**config.mk**
```make
export PLATFORM = sky130hd
export DESIGN_NAME = ext_domain_power_sequencer
export DESIGN_NICKNAME = d
export VERILOG_FILES = /design/src/rtl/ext_domain_power_sequencer.sv
export SDC_FILE = /design/constraint.sdc
export NUM_CORES = 1
export LEC_CHECK = 0
export BUFFER_PORTS_ARGS = -buffer_cell sky130_fd_sc_hd__clkbuf_2
export CAP_MARGIN = 20
export CORE_MARGIN = 3
export CORE_UTILIZATION = 40
export DETAILED_ROUTE_END_ITERATION = 8
export PLACE_DENSITY = 0.59
export SKIP_LAST_GASP = 1
export SLEW_MARGIN = 10
export SYNTH_ARGS = -nofsm -noshare
export SYNTH_HDL_FRONTEND = slang
export SYNTH_SLANG_ARGS = --single-unit
```
**constraint.sdc**
```tcl
create_clock -name clk_i -period 2.85 [get_ports clk_i]
set_input_delay 0.1425 -clock clk_i [delete_from_list [all_inputs] [get_ports clk_i]]
set_output_delay 0.1425 -clock clk_i [all_outputs]
set_load 0.005 [all_outputs]
```
**src/rtl/ext_domain_power_sequencer.sv**
```systemverilog
// ext_domain_power_sequencer
//   Initiator side of the power-switch handshake for one external power domain.
//   On a power-down request the clock is gated, then outputs are isolated, then the domain is put
//   in reset and the switch is opened; on power-up the switch is closed, the clock restarts with
//   the domain held in reset, reset is released and finally isolation is removed. Each switch
//   transition waits for the synchronized switch-cell ack, with a fail-forward timeout that sets
//   a sticky error flag.
// Ports
//   clk_i          system clock
//   rst_ni         asynchronous active-low reset
//   pwr_off_req_i  level request: 1 = domain off, 0 = domain on
//   err_clr_i      single-cycle pulse clearing err_o
//   switch_ack_ni  asynchronous ack from the switch cells (follows switch_en_no)
//   switch_en_no   switch request, 0 = power applied
//   iso_no         0 = domain outputs isolated
//   dom_rst_no     0 = domain held in reset
//   clk_en_o       1 = domain clock running
//   busy_o         1 while a sequence is in progress
//   domain_on_o    1 only when the domain is fully on
//   err_o          sticky ack-timeout flag
`timescale 1ns/1ps
module ext_domain_power_sequencer #(
    parameter bit          RESET_POWERED    = 1'b1,
    parameter int unsigned ACK_SYNC_STAGES  = 2,
    parameter int unsigned ISO_SETUP_CYCLES = 2,
    parameter int unsigned RST_HOLD_CYCLES  = 4,
    parameter int unsigned ACK_TIMEOUT      = 64
) (
    input  logic clk_i,
    input  logic rst_ni,
    input  logic pwr_off_req_i,
    input  logic err_clr_i,
    input  logic switch_ack_ni,
    output logic switch_en_no,
    output logic iso_no,
    output logic dom_rst_no,
    output logic clk_en_o,
    output logic busy_o,
    output logic domain_on_o,
    output logic err_o
);

    localparam logic [2:0] StOn   = 3'd0;
    localparam logic [2:0] StDClk = 3'd1;
    localparam logic [2:0] StDIso = 3'd2;
    localparam logic [2:0] StDSw  = 3'd3;
    localparam logic [2:0] StOff  = 3'd4;
    localparam logic [2:0] StUSw  = 3'd5;
    localparam logic [2:0] StURst = 3'd6;
    localparam logic [2:0] StUIso = 3'd7;

    localparam logic [2:0] ResetState = RESET_POWERED ? StOn : StOff;

    localparam int unsigned CntMax0 =
        (ISO_SETUP_CYCLES > RST_HOLD_CYCLES) ? ISO_SETUP_CYCLES : RST_HOLD_CYCLES;
    localparam int unsigned CntMax  = (ACK_TIMEOUT > CntMax0) ? ACK_TIMEOUT : CntMax0;
    localparam int unsigned CntW    = $clog2(CntMax + 1);

    // The counter is loaded with dwell-1 so a state lasts exactly its configured number of cycles.
    localparam logic [CntW-1:0] IsoLoad = CntW'(ISO_SETUP_CYCLES - 1);
    localparam logic [CntW-1:0] RstLoad = CntW'(RST_HOLD_CYCLES - 1);
    localparam logic [CntW-1:0] TmoLoad = CntW'(ACK_TIMEOUT - 1);
    // Ack is only trusted once ACK_SYNC_STAGES+1 cycles have elapsed in a switch state, so a value
    // left in the synchronizer from before the request cannot complete the handshake early.
    localparam logic [CntW-1:0] AckOkMax = CntW'(ACK_TIMEOUT - ACK_SYNC_STAGES - 1);

    logic [ACK_SYNC_STAGES-1:0] sync_q, sync_d;
    logic [2:0]                 state_q, state_d;
    logic [CntW-1:0]            cnt_q, cnt_d, cnt_dec;
    logic                       sw_en_q, sw_en_d;
    logic                       iso_q, iso_d;
    logic                       drst_q, drst_d;
    logic                       clk_en_q, clk_en_d;
    logic                       busy_q, busy_d;
    logic                       on_q, on_d;
    logic                       err_q, err_d;
    logic                       err_set;
    logic                       ack_s;
    logic                       ack_ok;

    always_comb begin
        sync_d = {sync_q[ACK_SYNC_STAGES-2:0], switch_ack_ni};
    end

    assign ack_s   = sync_q[ACK_SYNC_STAGES-1];
    assign ack_ok  = (cnt_q <= AckOkMax);
    assign cnt_dec = (cnt_q == '0) ? '0 : cnt_q - 1'b1;

    always_comb begin
        state_d = state_q;
        cnt_d   = cnt_q;
        err_set = 1'b0;
        case (state_q)
            StOn: begin
                if (pwr_off_req_i) begin
                    state_d = StDClk;
                    cnt_d   = IsoLoad;
                end
            end
            StDClk: begin
                if (cnt_q == '0) begin
                    state_d = StDIso;
                    cnt_d   = IsoLoad;
                end else begin
                    cnt_d = cnt_dec;
                end
            end
            StDIso: begin
                if (cnt_q == '0) begin
                    state_d = StDSw;
                    cnt_d   = TmoLoad;
                end else begin
                    cnt_d = cnt_dec;
                end
            end
            StDSw: begin
                if (ack_ok && ack_s) begin
                    state_d = StOff;
                end else if (cnt_q == '0) begin
                    err_set = 1'b1;
                    state_d = StOff;
                end else begin
                    cnt_d = cnt_dec;
                end
            end
            StOff: begin
                if (!pwr_off_req_i) begin
                    state_d = StUSw;
                    cnt_d   = TmoLoad;
                end
            end
            StUSw: begin
                if (ack_ok && !ack_s) begin
                    state_d = StURst;
                    cnt_d   = RstLoad;
                end else if (cnt_q == '0) begin
                    err_set = 1'b1;
                    state_d = StURst;
                    cnt_d   = RstLoad;
                end else begin
                    cnt_d = cnt_dec;
                end
            end
            StURst: begin
                if (cnt_q == '0) begin
                    state_d = StUIso;
                    cnt_d   = IsoLoad;
                end else begin
                    cnt_d = cnt_dec;
                end
            end
            StUIso: begin
                if (cnt_q == '0) begin
                    state_d = StOn;
                end else begin
                    cnt_d = cnt_dec;
                end
            end
            default: begin
                state_d = ResetState;
            end
        endcase
    end

    // Outputs are decoded from the next state and registered, so they change on the entry edge.
    always_comb begin
        sw_en_d  = 1'b0;
        iso_d    = 1'b0;
        drst_d   = 1'b0;
        clk_en_d = 1'b0;
        busy_d   = 1'b1;
        on_d     = 1'b0;
        case (state_d)
            StOn: begin
                iso_d    = 1'b1;
                drst_d   = 1'b1;
                clk_en_d = 1'b1;
                busy_d   = 1'b0;
                on_d     = 1'b1;
            end
            StDClk: begin
                iso_d  = 1'b1;
                drst_d = 1'b1;
            end
            StDIso: begin
                drst_d = 1'b1;
            end
            StDSw: begin
                sw_en_d = 1'b1;
            end
            StOff: begin
                sw_en_d = 1'b1;
                busy_d  = 1'b0;
            end
            StUSw: begin
            end
            StURst: begin
                clk_en_d = 1'b1;
            end
            StUIso: begin
                drst_d   = 1'b1;
                clk_en_d = 1'b1;
            end
            default: begin
            end
        endcase
    end

    // Set has priority over clear.
    always_comb begin
        err_d = err_q;
        if (err_set) begin
            err_d = 1'b1;
        end else if (err_clr_i) begin
            err_d = 1'b0;
        end
    end

    always_ff @(posedge clk_i or negedge rst_ni) begin
        if (!rst_ni) begin
            sync_q   <= {ACK_SYNC_STAGES{~RESET_POWERED}};
            state_q  <= ResetState;
            cnt_q    <= '0;
            sw_en_q  <= ~RESET_POWERED;
            iso_q    <= RESET_POWERED;
            drst_q   <= RESET_POWERED;
            clk_en_q <= RESET_POWERED;
            busy_q   <= 1'b0;
            on_q     <= RESET_POWERED;
            err_q    <= 1'b0;
        end else begin
            sync_q   <= sync_d;
            state_q  <= state_d;
            cnt_q    <= cnt_d;
            sw_en_q  <= sw_en_d;
            iso_q    <= iso_d;
            drst_q   <= drst_d;
            clk_en_q <= clk_en_d;
            busy_q   <= busy_d;
            on_q     <= on_d;
            err_q    <= err_d;
        end
    end

    assign switch_en_no = sw_en_q;
    assign iso_no       = iso_q;
    assign dom_rst_no   = drst_q;
    assign clk_en_o     = clk_en_q;
    assign busy_o       = busy_q;
    assign domain_on_o  = on_q;
    assign err_o        = err_q;

endmodule
```
# Word-level counts from Yosys, hierarchy flattened
# Index checks and enable logic that the tools add are counted.
op_classes:
  addsub: 1
  magnitude_cmp: 1
  n_eq_ne: 16
  n_mux: 32
  n_reduce_logical: 14
op_table:
  columns: ["cell", "count"]
  rows:
  - ["$mux 7", 8]
  - ["$pmux 7 s7", 1]
  - ["$mux 3", 10]
  - ["$pmux 3 s8", 1]
  - ["$eq 3x3->1 const B", 7]
  - ["$eq 3x2->1 const B", 4]
  - ["$mux 1", 11]
  - ["$reduce_or 2->1", 4]
  - ["$le 7x6->1 const B", 1]
  - ["$logic_not 7->1", 1]
  - ["$sub 7x1->7 const B", 1]
  - ["$eq 3x1->1 const B", 2]
  - ["$logic_not 3->1", 2]
  - ["$ne 2x2->1 const B", 3]
  - ["$reduce_or 4->1", 1]
  - ["$reduce_and 3->1", 1]
  - ["$reduce_or 3->1", 1]
  - ["$logic_and 1x1->1", 2]
  - ["$pmux 1 s2", 1]
  - ["$reduce_bool 2->1", 1]
  - ["$logic_not 1->1", 1]
word_totals:
  register_bits: 19
  wordCells: 74

# Longest topological paths before layout
# Gate-level depths: netlist (run 1).
depth:
  word_depth: 7
  mapped_depth: 9
  depth_no_buf: 9

# Least setup slack after synthesis (run 1)
# No wires, ideal clock.
synth_timing:
  path_type: "register -> register"
  startpoint: "register cnt_q[0]"
  endpoint: "register cnt_q[4]"
  setup_ns: 0.121
  arrival_ns: 2.000
  path_slack_ns: 0.729
  path_stages_with_launch: 9
  n_path_buf: 0
  synth_period_minus_slack_ns: 2.121
  cell_sequence: "dfrtp_1 inv_1 ha_1 or4b_4 o41ai_2 a311oi_4 inv_4 o22ai_1 a22o_1"
synth_via:
  elab_chain_cells: 4
synth_rtl:
  columns: ["item", "line_no", "source"]
  rows:
  - ["from (decl)", "69", "logic [CntW-1:0] cnt_q, cnt_d, cnt_dec;"]
  - ["from (signal assigned)", "234", "cnt_q <= cnt_d;"]
  - ["$sub 7x1->7 (tied with other cells)", "87", "assign cnt_dec = (cnt_q == '0) ? '0 : cnt_q - 1'b1;"]
  - ["$mux 7 (tied with other cells)", "136", "end else if (cnt_q == '0) begin"]
  - ["$mux 7 (tied with other cells)", "133", "if (ack_ok && !ack_s) begin"]
  - ["$pmux 7 s7 / $reduce_and 3->1 (equally long branches)", null, null]
# Parallel ways exist; a longest one is shown, timed or not. The select of a mux whose other input is x is not followed.
# A chain may end at the register's enable or synchronous reset.

# Worst setup path after layout (run 1)
# Same ends and word-level chain as after synthesis.

==> results.yml, run 1 <==
outcome:
  outcome: "completed"
sta:
  skew_ps: 1.83
  finalSetupViolations: 0
  period_share_pct: 88.1
  worst_pin_slew_ps: 596
  hold_ws_ps: 20.7
  rsz0062_at_grt: "no"
  tns_ps: 0
  fin_crit_ps: 2510
  hold_violations: 0
  maxSlewViolCount: 0
  fmax_mhz: 398
  slew-limit-headroom_pct: 60.3
layout:
  final_nets: 148
  diodes: 0
  drive_gt1_share_pct: 20.7
  area_delta_synth_final_pct: 11.0
clock_network:
  cts_buffer_depth: 2
  cts_sinks: 19
  post_cts_buffers: 0
  cts-htree-levels: 1
  clock-root-buffer: "clkbuf_4"
  numCtsBuffers: 3
  path_clk_slew_ps: 100
  cts_tree: "done"
  clkLatencyLatePin_ps: 300
  cts_resized: 0
drt:
  vias_per_cell: 6.22
  drc: 0
  antenna_left: 0
  drtIter0Drc: 74
  first_pass_iters: 4
  num_vias: 1064
  wl_per_cell_um: 16.6
  drt-total-wl_mm: 2.84
hold_path:
  min_path_type: "in -> reg"
  hp-start: "err_clr_i"
  min_path_cells: 2
  whs_endpoint: "err_o"
critical_path:
  cp.required_ps: 3050
  arrival_ps: 2710
  reg2reg_slack_ps: 340
  reg2reg_from: "cnt_q[0]"
  rr_endpoint: "cnt_q[4]"
  critPathMaxFanout: 10
  worstRegToRegCells: 7
  critPathLaunchType: "flip-flop"
  crit_type: "reg -> reg"
  end_kind: "flip-flop"
logic_synthesis:
  synth.most_common_cell: "dfrtp_1"
  synthCells: 126
  netlist.area_leader.share_pct: 31.4
  syn_area_mm2: 0.00120
  synth_area_per_cell_um2: 9.49
  yosys_warnings: 0
  yosysTopAreaCell: "dfrtp_1"
  synth_ff_type: "dfrtp_1"
  async_flop_share_pct: 100
  synthTopCellsByArea: "dfrtp_1 31%, dfstp_2 8.8%, a21oi_1 3.3%"
  synth_seq_cells: 19
  synth_common_cells: "15 x dfrtp_1, 10 x inv_1, 8 x a21oi_1"
  synth_nets: 133
  synth-edff-count: 0
  synthDistinctLibCells: 46
  seq_area_frac_synth_pct: 40.2
global_routing:
  grt-ovfl-total: 0
  grt_max_degree: 20
  grt_pass1_wl_mm: 4.79
  grtUsageTotal_pct: 17.7
  grt_pass1_vias: 1056
  antenna_found_initial: 0
floorplan:
  start_util_pct: 42.6
  num_rows: 19
  fp.dieH_um: 60.7
  die-area_mm2: 0.00368
  die_x_um: 60.7
  io-pin-count: 12
  coreArea_mm2: 0.00281
run:
  maxCapViolCount: 0
placement:
  dpl.hpwl_mm: 2.18
  gp_congestion: 0.875
  port_buffers: 11
power:
  leakagePower_nw: 0.551
  vdd_drop_max_v: 0.000616
  power_mw: 1.62
  p_per_area_mw_per_mm2: 1220
-- per-layer routing --
metal | GRT usage, % | wire [um] | vias to the layer above | part of all wire (%)
li1 | - | - | 509 | -
met1 | 21.8 | 1220 | 509 | 43
met2 | 27.6 | 1390 | 37 | 49
met3 | 5.32 | 168 | 9 | 5.9
met4 | 9.29 | 68 | 0 | 2.4
met5 | 0 | 0 | - | 0
-- registers in the layout (all words and copies together), names as in the netlist --
register,count
busy_o,1
clk_en_o,1
cnt_q,7
dom_rst_no,1
domain_on_o,1
err_o,1
iso_no,1
state_q,3
switch_en_no,1
sync_q,2
-- cell families (layout without fill, tap and decap cells) --
kind of cell | count (synthesis) | count (layout) | synth area share (%)
buffers and inverters | 17 | 31 | 6.17
flip-flops | 19 | 19 | 40.2
AND/OR/NAND/NOR | 39 | 39 | 20.3
adder cells (fa/ha/maj) | 2 | 2 | 2.09
AO/OA/AOI/OAI | 48 | 48 | 30.5
XOR/XNOR | 1 | 1 | 0.732
-- cells in the final DEF (no fill, tap or decap), types with 2 or more instances in the layout --
master	count
dfrtp_1	15
clkbuf_2	11
inv_1	10
a21oi_1	8
nor2_1	7
nand2_1	6
o21ai_0	6
nor3_1	6
o22ai_1	5
o2bb2ai_1	4
dfstp_2	4
nor3b_1	3
o211ai_1	3
a31oi_1	3
clkbuf_4	3
o21bai_1	2
nand2b_1	2
inv_4	2
or2_2	2
o221ai_1	2
nand3_1	2
nor2b_1	2
or3_1	2
a22o_1	2
o32a_1	2
ha_1	2
dlygate4sd3_1	2
buf_4	2
-- worst max-delay path, stage by stage, from the launching register on --
cell and delay, ps:
dfrtp_1 430, inv_1 100, ha_1 210, or4b_4 530
o21ai_1 200, a32o_1 540, o22ai_1 150, a22o_1 250
-- how the worst max path moves through the flow --
stage / start / to
6_report: cnt_q[0] / cnt_q[4]
5_1_grt: cnt_q[0] / cnt_q[4]
4_1_cts: cnt_q[0] / cnt_q[4]
3_5_place_dp: cnt_q[0] / cnt_q[4]
3_3_place_gp: cnt_q[0] / cnt_q[4]
2_1_floorplan: cnt_q[0] / cnt_q[4]
-- where the power goes --
| group | total, mW | leakage, nW | switching (mW) | internal [mW] |
|---|---|---|---|---|
| combinational | 0.949 | 0.311 | 0.554 | 0.395 |
| sequential | 0.538 | 0.225 | 0.143 | 0.395 |
| clock | 0.135 | 0.0150 | 0.0807 | 0.0546 |
-- timing repair --
action	4_1_cts	5_1_grt
hold buffers	2	0
hold endpoints to repair	16	0
setup endpoints to repair	0	0
-- through the flow --
| stage | setup slack (ps) | cell area, um2 | utilization [%] | cells |
|---|---|---|---|---|
| global route | 209 | 1330 | 47.3 | 171 |
| floorplan | 729 | 1200 | - | 126 |
| CTS | 342 | 1330 | 47.3 | 171 |
| finish | 339 | 1330 | 47.3 | 171 |
| global placement | 410 | 1280 | 45.7 | 165 |
| detailed placement | 372 | 1280 | 45.7 | 165 |
-- area by class of cell --
type                    instances  area (um2)
clock buffers                   4        26.3
fillers                       271        1480
inverters                      12        50.0
multi-input cells              90         642
flip-flops and latches         19         480
well taps                      31        38.8
repair buffers                 15        90.1
No activity file was read; power rests on OpenSTA's default activity.
==> run 2, diff against run 1 <==
--- a/config.mk
+++ b/config.mk
@@ -10,6 +10,7 @@
 export CORE_MARGIN = 3
 export CORE_UTILIZATION = 40
 export DETAILED_ROUTE_END_ITERATION = 8
+export HOLD_SLACK_MARGIN = 0.08
 export PLACE_DENSITY = 0.59
 export SKIP_LAST_GASP = 1
 export SLEW_MARGIN = 10
==> constraint.sdc (replaced) <==
create_clock -name clk_i -period 2.85 [get_ports clk_i]
set_input_delay 0.57 -clock clk_i [delete_from_list [all_inputs] [get_ports clk_i]]
set_output_delay 0.57 -clock clk_i [all_outputs]
set_load 0.005 [all_outputs]
==> run 2 against run 1 <==
  * Non-clock buffer count down 2
  * Power up 0.47%
  * Final area is 1.5% lower
  * Clock-buffer cell count unchanged
  * Wire length up 0.77%
  * Via count is essentially flat
  * Combinational power up 0.6%
  * Die area unchanged
  * Hold slack gained 170 ps
  * Clock power hardly changed
  * Largest power group unchanged
  * Highest routed layer unchanged
==> results.yml, run 2 (synthesized netlist as in run 1, its figures left out) <==
sta:
  fin_crit_ps: 2570
  skew_ps: 2.48
  period_share_pct: 90.0
  worst_pin_slew_ps: 602
  hold_violations: 0
  maxSlewViolCount: 0
  tns_ps: 0
  slew-limit-headroom_pct: 59.9
  fmax_mhz: 390
  rsz0062_at_grt: "no"
  finalSetupViolations: 0
  hold_ws_ps: 195
hold_path:
  min_path_type: "in -> async"
clock_network:
  cts_sinks: 19
  cts_buffer_depth: 2
  post_cts_buffers: 0
  clkLatencyLatePin_ps: 300
  path_clk_slew_ps: 100
  clock-root-buffer: "clkbuf_4"
  cts_hold_buf: 0
  numCtsBuffers: 3
  cts_resized: 0
  cts-htree-levels: 1
  cts_tree: "done"
global_routing:
  grt-ovfl-total: 0
  grt_max_degree: 20
  grt_pass1_vias: 1053
  grtUsageTotal_pct: 17.6
  antenna_found_initial: 0
  grt_pass1_wl_mm: 4.77
layout:
  final_nets: 146
  largest_register_ffs: 7
  final_cell_mix: "15 x dfrtp_1, 11 x clkbuf_2, 10 x inv_1"
  final_core_util_pct: 46.6
  drive_gt1_share_pct: 21.0
  top_regs: "cnt_q: 7 flops, state_q: 3 flops, sync_q: 2 flops"
  diodes: 0
  area_delta_synth_final_pct: 9.31
  regMostFlops: "cnt_q"
  fillCellCount: 274
  design_area_mm2: 0.00131
  final_common_cell: "dfrtp_1"
floorplan:
  coreArea_mm2: 0.00281
  die-area_mm2: 0.00368
  fp.dieH_um: 60.7
  num_rows: 19
  io-pin-count: 12
  die_x_um: 60.7
  start_util_pct: 42.6
placement:
  gp_congestion: 0.875
  placed_cell_area_mm2: 0.00128
  port_buffers: 11
  dpl.hpwl_mm: 2.18
drt:
  drt-total-wl_mm: 2.86
  vias_per_cell: 6.30
  num_vias: 1065
  first_pass_iters: 4
  drc: 0
  wl_per_cell_um: 16.9
  antenna_left: 0
  drtIter0Drc: 71
critical_path:
  cp.required_ps: 3050
  end_kind: "flip-flop"
  arrival_ps: 2760
  crit_type: "reg -> reg"
  critPathLaunchType: "flip-flop"
  critPathMaxFanout: 10
power:
  p_per_area_mw_per_mm2: 1250
  power_mw: 1.63
  vdd_drop_max_v: 0.000618
  leakagePower_nw: 0.543
run:
  maxCapViolCount: 0
outcome:
  outcome: "completed"
==> run 2: cell types whose count changed in the layout (fill, tap and decap cells not counted) <==
cell | before | now
dlygate4sd3_1 | 2 | 0
==> run 2: routing by layer <==
layer | GRT usage [%] | routed length, um | vias to the layer above
met1 | 21.8 | 1250 | 510
met4 | 9.29 | 77 | 0
met3 | 5.32 | 146 | 11
met5 | 0 | 0 | -
met2 | 27.3 | 1390 | 37
li1 | - | - | 507
==> run 2: power breakdown <==
| part | internal (mW) | switching, mW | total [mW] |
|---|---|---|---|
| Combinational | 0.394 | 0.561 | 0.955 |
| Sequential | 0.395 | 0.145 | 0.540 |
| Clock | 0.0546 | 0.0810 | 0.136 |
==> run 2: worst max-delay path: stages, from the launching register on <==
cell and delay (ps):
dfrtp_1 430, inv_1 100, ha_1 220, or4b_4 530, o21ai_1 210, a32o_1 560, o22ai_1 160, a22o_1 250
==> run 2: cell type report <==
type / instances / area (um2) / share of cell area [%]
Timing Repair Buffer: 13 / 70.1 / 5.36
Clock buffer: 4 / 26.3 / 2.01
Multi-Input combinational cell: 90 / 642 / 49.1
Inverter: 12 / 50.0 / 3.83
Sequential cell: 19 / 480 / 36.7
Tap cell: 31 / 38.8 / 2.97
==> run 2: final timing paths <==
kind,from,to,slack [ps],cells after the start
setup / recovery,cnt_q[0],cnt_q[4],280,7
hold / removal,rst_ni,err_o,190,1
setup reg to reg,cnt_q[0],cnt_q[4],280,7
hold reg to reg,sync_q[0],sync_q[1],370,0
max in group asynchronous,rst_ni,domain_on_o,2310,1
min in group clk_i,sync_q[0],sync_q[1],370,0
==> run 2: metrics by stage <==
step | cells | worst slack, ps
floorplan | 126 | 729
global placement | 165 | 410
detailed placement | 165 | 372
CTS | 169 | 342
global route | 169 | 209
finish | 169 | 284
==> run 3, diff against run 2 <==
--- a/config.mk
+++ b/config.mk
@@ -9,6 +9,7 @@
 export CAP_MARGIN = 20
 export CORE_MARGIN = 3
 export CORE_UTILIZATION = 40
+export CTS_BUF_LIST = sky130_fd_sc_hd__clkbuf_2
 export DETAILED_ROUTE_END_ITERATION = 8
 export HOLD_SLACK_MARGIN = 0.08
 export PLACE_DENSITY = 0.59
==> run 3 against run 2 <==
  * Core utilization shrank 0.22 points
  * Register-to-register slack gained 30 ps
  * Critical endpoint unchanged
  * Wire length shrank 0.14%
  * Clock skew grew 2.7 ps
  * Fmax grew 1.2%
  * Final area shrank 0.48%
  * Non-clock buffer count is the same
  * First-iteration DRC count shrank 7.0%
  * Clock-buffer cell count is the same
  * Highest routed layer unchanged
==> results.yml, run 3 (synthesized netlist as in run 1, its figures left out) <==
outcome:
  outcome: "completed"
drt:
  first_pass_iters: 4
  vias_per_cell: 6.24
  antenna_left: 0
  drtIter0Drc: 66
  wl_per_cell_um: 16.9
  drt-total-wl_mm: 2.86
  drc: 0
  num_vias: 1055
sta:
  period_share_pct: 88.9
  fin_crit_ps: 2530
  finalSetupViolations: 0
  setup_ws_ps: 316
  skew_ps: 5.21
  slew-limit-headroom_pct: 60.1
  hold_ws_ps: 162
  worst_pin_slew_ps: 599
  tns_ps: 0
  fmax_mhz: 395
  hold_violations: 0
  rsz0062_at_grt: "no"
  maxSlewViolCount: 0
power:
  leakagePower_nw: 0.545
  seqPwrFrac_pct: 33.5
  power_mw: 1.61
  vdd_drop_max_v: 0.000598
  p_comb_share_pct: 59.1
  p_sw_share_pct: 48.7
  power.clock.fraction_pct: 7.4
  p_sw_uw: 783
  p_per_area_mw_per_mm2: 1240
  p_int_uw: 825
placement:
  dpl.hpwl_mm: 2.18
  pre_cts_slack_ps: 372
  place_inst: 165
  placed_cell_area_mm2: 0.00128
  gp_congestion: 0.875
  port_buffers: 11
layout:
  largest_register_ffs: 7
  regMostFlops: "cnt_q"
  top_regs: "cnt_q: 7 flops, state_q: 3 flops, sync_q: 2 flops"
  final_core_util_pct: 46.4
  drive_gt1_share_pct: 21.7
  design_area_mm2: 0.00130
  diodes: 0
  area_delta_synth_final_pct: 8.79
  final_nets: 146
  final_cell_mix: "15 x dfrtp_1, 15 x clkbuf_2, 10 x inv_1"
  final_cells: 169
floorplan:
  io-pin-count: 12
  die-area_mm2: 0.00368
  num_rows: 19
  start_util_pct: 42.6
  die_x_um: 60.7
  fp.dieH_um: 60.7
  coreArea_mm2: 0.00281
global_routing:
  grt_pass1_wl_mm: 4.77
  grt_pass1_vias: 1052
  grt-ovfl-total: 0
  grt_max_degree: 20
  grtUsageTotal_pct: 17.6
  antenna_found_initial: 0
clock_network:
  clkLatencyLatePin_ps: 310
  cts_buffer_depth: 2
  cts_tree: "done"
  post_cts_buffers: 0
  cts_sinks: 19
  clock-root-buffer: "clkbuf_2"
  numCtsBuffers: 3
  cts_hold_buf: 0
  path_clk_slew_ps: 170
  cts-htree-levels: 1
  cts_resized: 0
hold_path:
  min_path_type: "in -> async"
critical_path:
  arrival_ps: 2760
  end_kind: "flip-flop"
  cp_slowest_stage_delay_ps: 550
  cp_cell_sequence: "inv_1, ha_1, or4b_4, o21ai_1, a32o_1, o22ai_1, a22o_1"
  worstRegToRegCells: 7
  rr_endpoint: "cnt_q[4]"
  cp.required_ps: 3070
  cp_slowest_cell: "a32o_1"
  reg2reg_from: "cnt_q[0]"
  critPathMaxFanout: 10
  reg2reg_slack_ps: 320
  critPathLaunchType: "flip-flop"
  crit_type: "reg -> reg"
run:
  maxCapViolCount: 0
## run 3: cell counts in the layout (fill, tap and decap cells not counted)
No cell type changed its count.
## run 3: worst max path at each step
stage | slack [ps] | startpoint | end
after CTS | 340 | cnt_q[0] | cnt_q[4]
after detailed placement | 370 | cnt_q[0] | cnt_q[4]
final | 320 | cnt_q[0] | cnt_q[4]
after floorplan | 730 | cnt_q[0] | cnt_q[4]
after global routing | 200 | cnt_q[0] | cnt_q[4]
after global placement | 410 | cnt_q[0] | cnt_q[4]
## run 3: layout make-up
class	instances	area [um2]
Inverter	12	50.0
Tap cell	31	38.8
Sequential cell	19	480
Fill cell	274	1500
Timing Repair Buffer	13	70.1
Multi-Input combinational cell	90	642
Clock buffer	4	20.0
## run 3: worst max-delay path, delay by kind of cell, from the launching register on
kind	cells	cell delay (ps)
flip-flops	1	450
buffers and inverters	1	100
AO/OA/AOI/OAI	4	1150
AND/OR/NAND/NOR	1	530
adder cells (fa/ha/maj)	1	210
## run 3: power by group through the flow
stage	clock [mW]	combinational [mW]	sequential (mW)
floorplan	0	0.781	0.475
global placement	0	0.941	0.542
detailed placement	0	0.942	0.544
CTS	0.124	0.947	0.538
global route	0.139	1.06	0.559
finish	0.119	0.952	0.538
## run 3: metal layers
| layer | up-vias | part of all wire (%) | GRT usage, % |
|---|---|---|---|
| met3 | 7 | 6.6 | 5.32 |
| li1 | 504 | - | - |
| met4 | 0 | 2.0 | 9.29 |
| met1 | 495 | 43 | 21.8 |
| met5 | - | 0 | 0 |
| met2 | 49 | 49 | 27.3 |
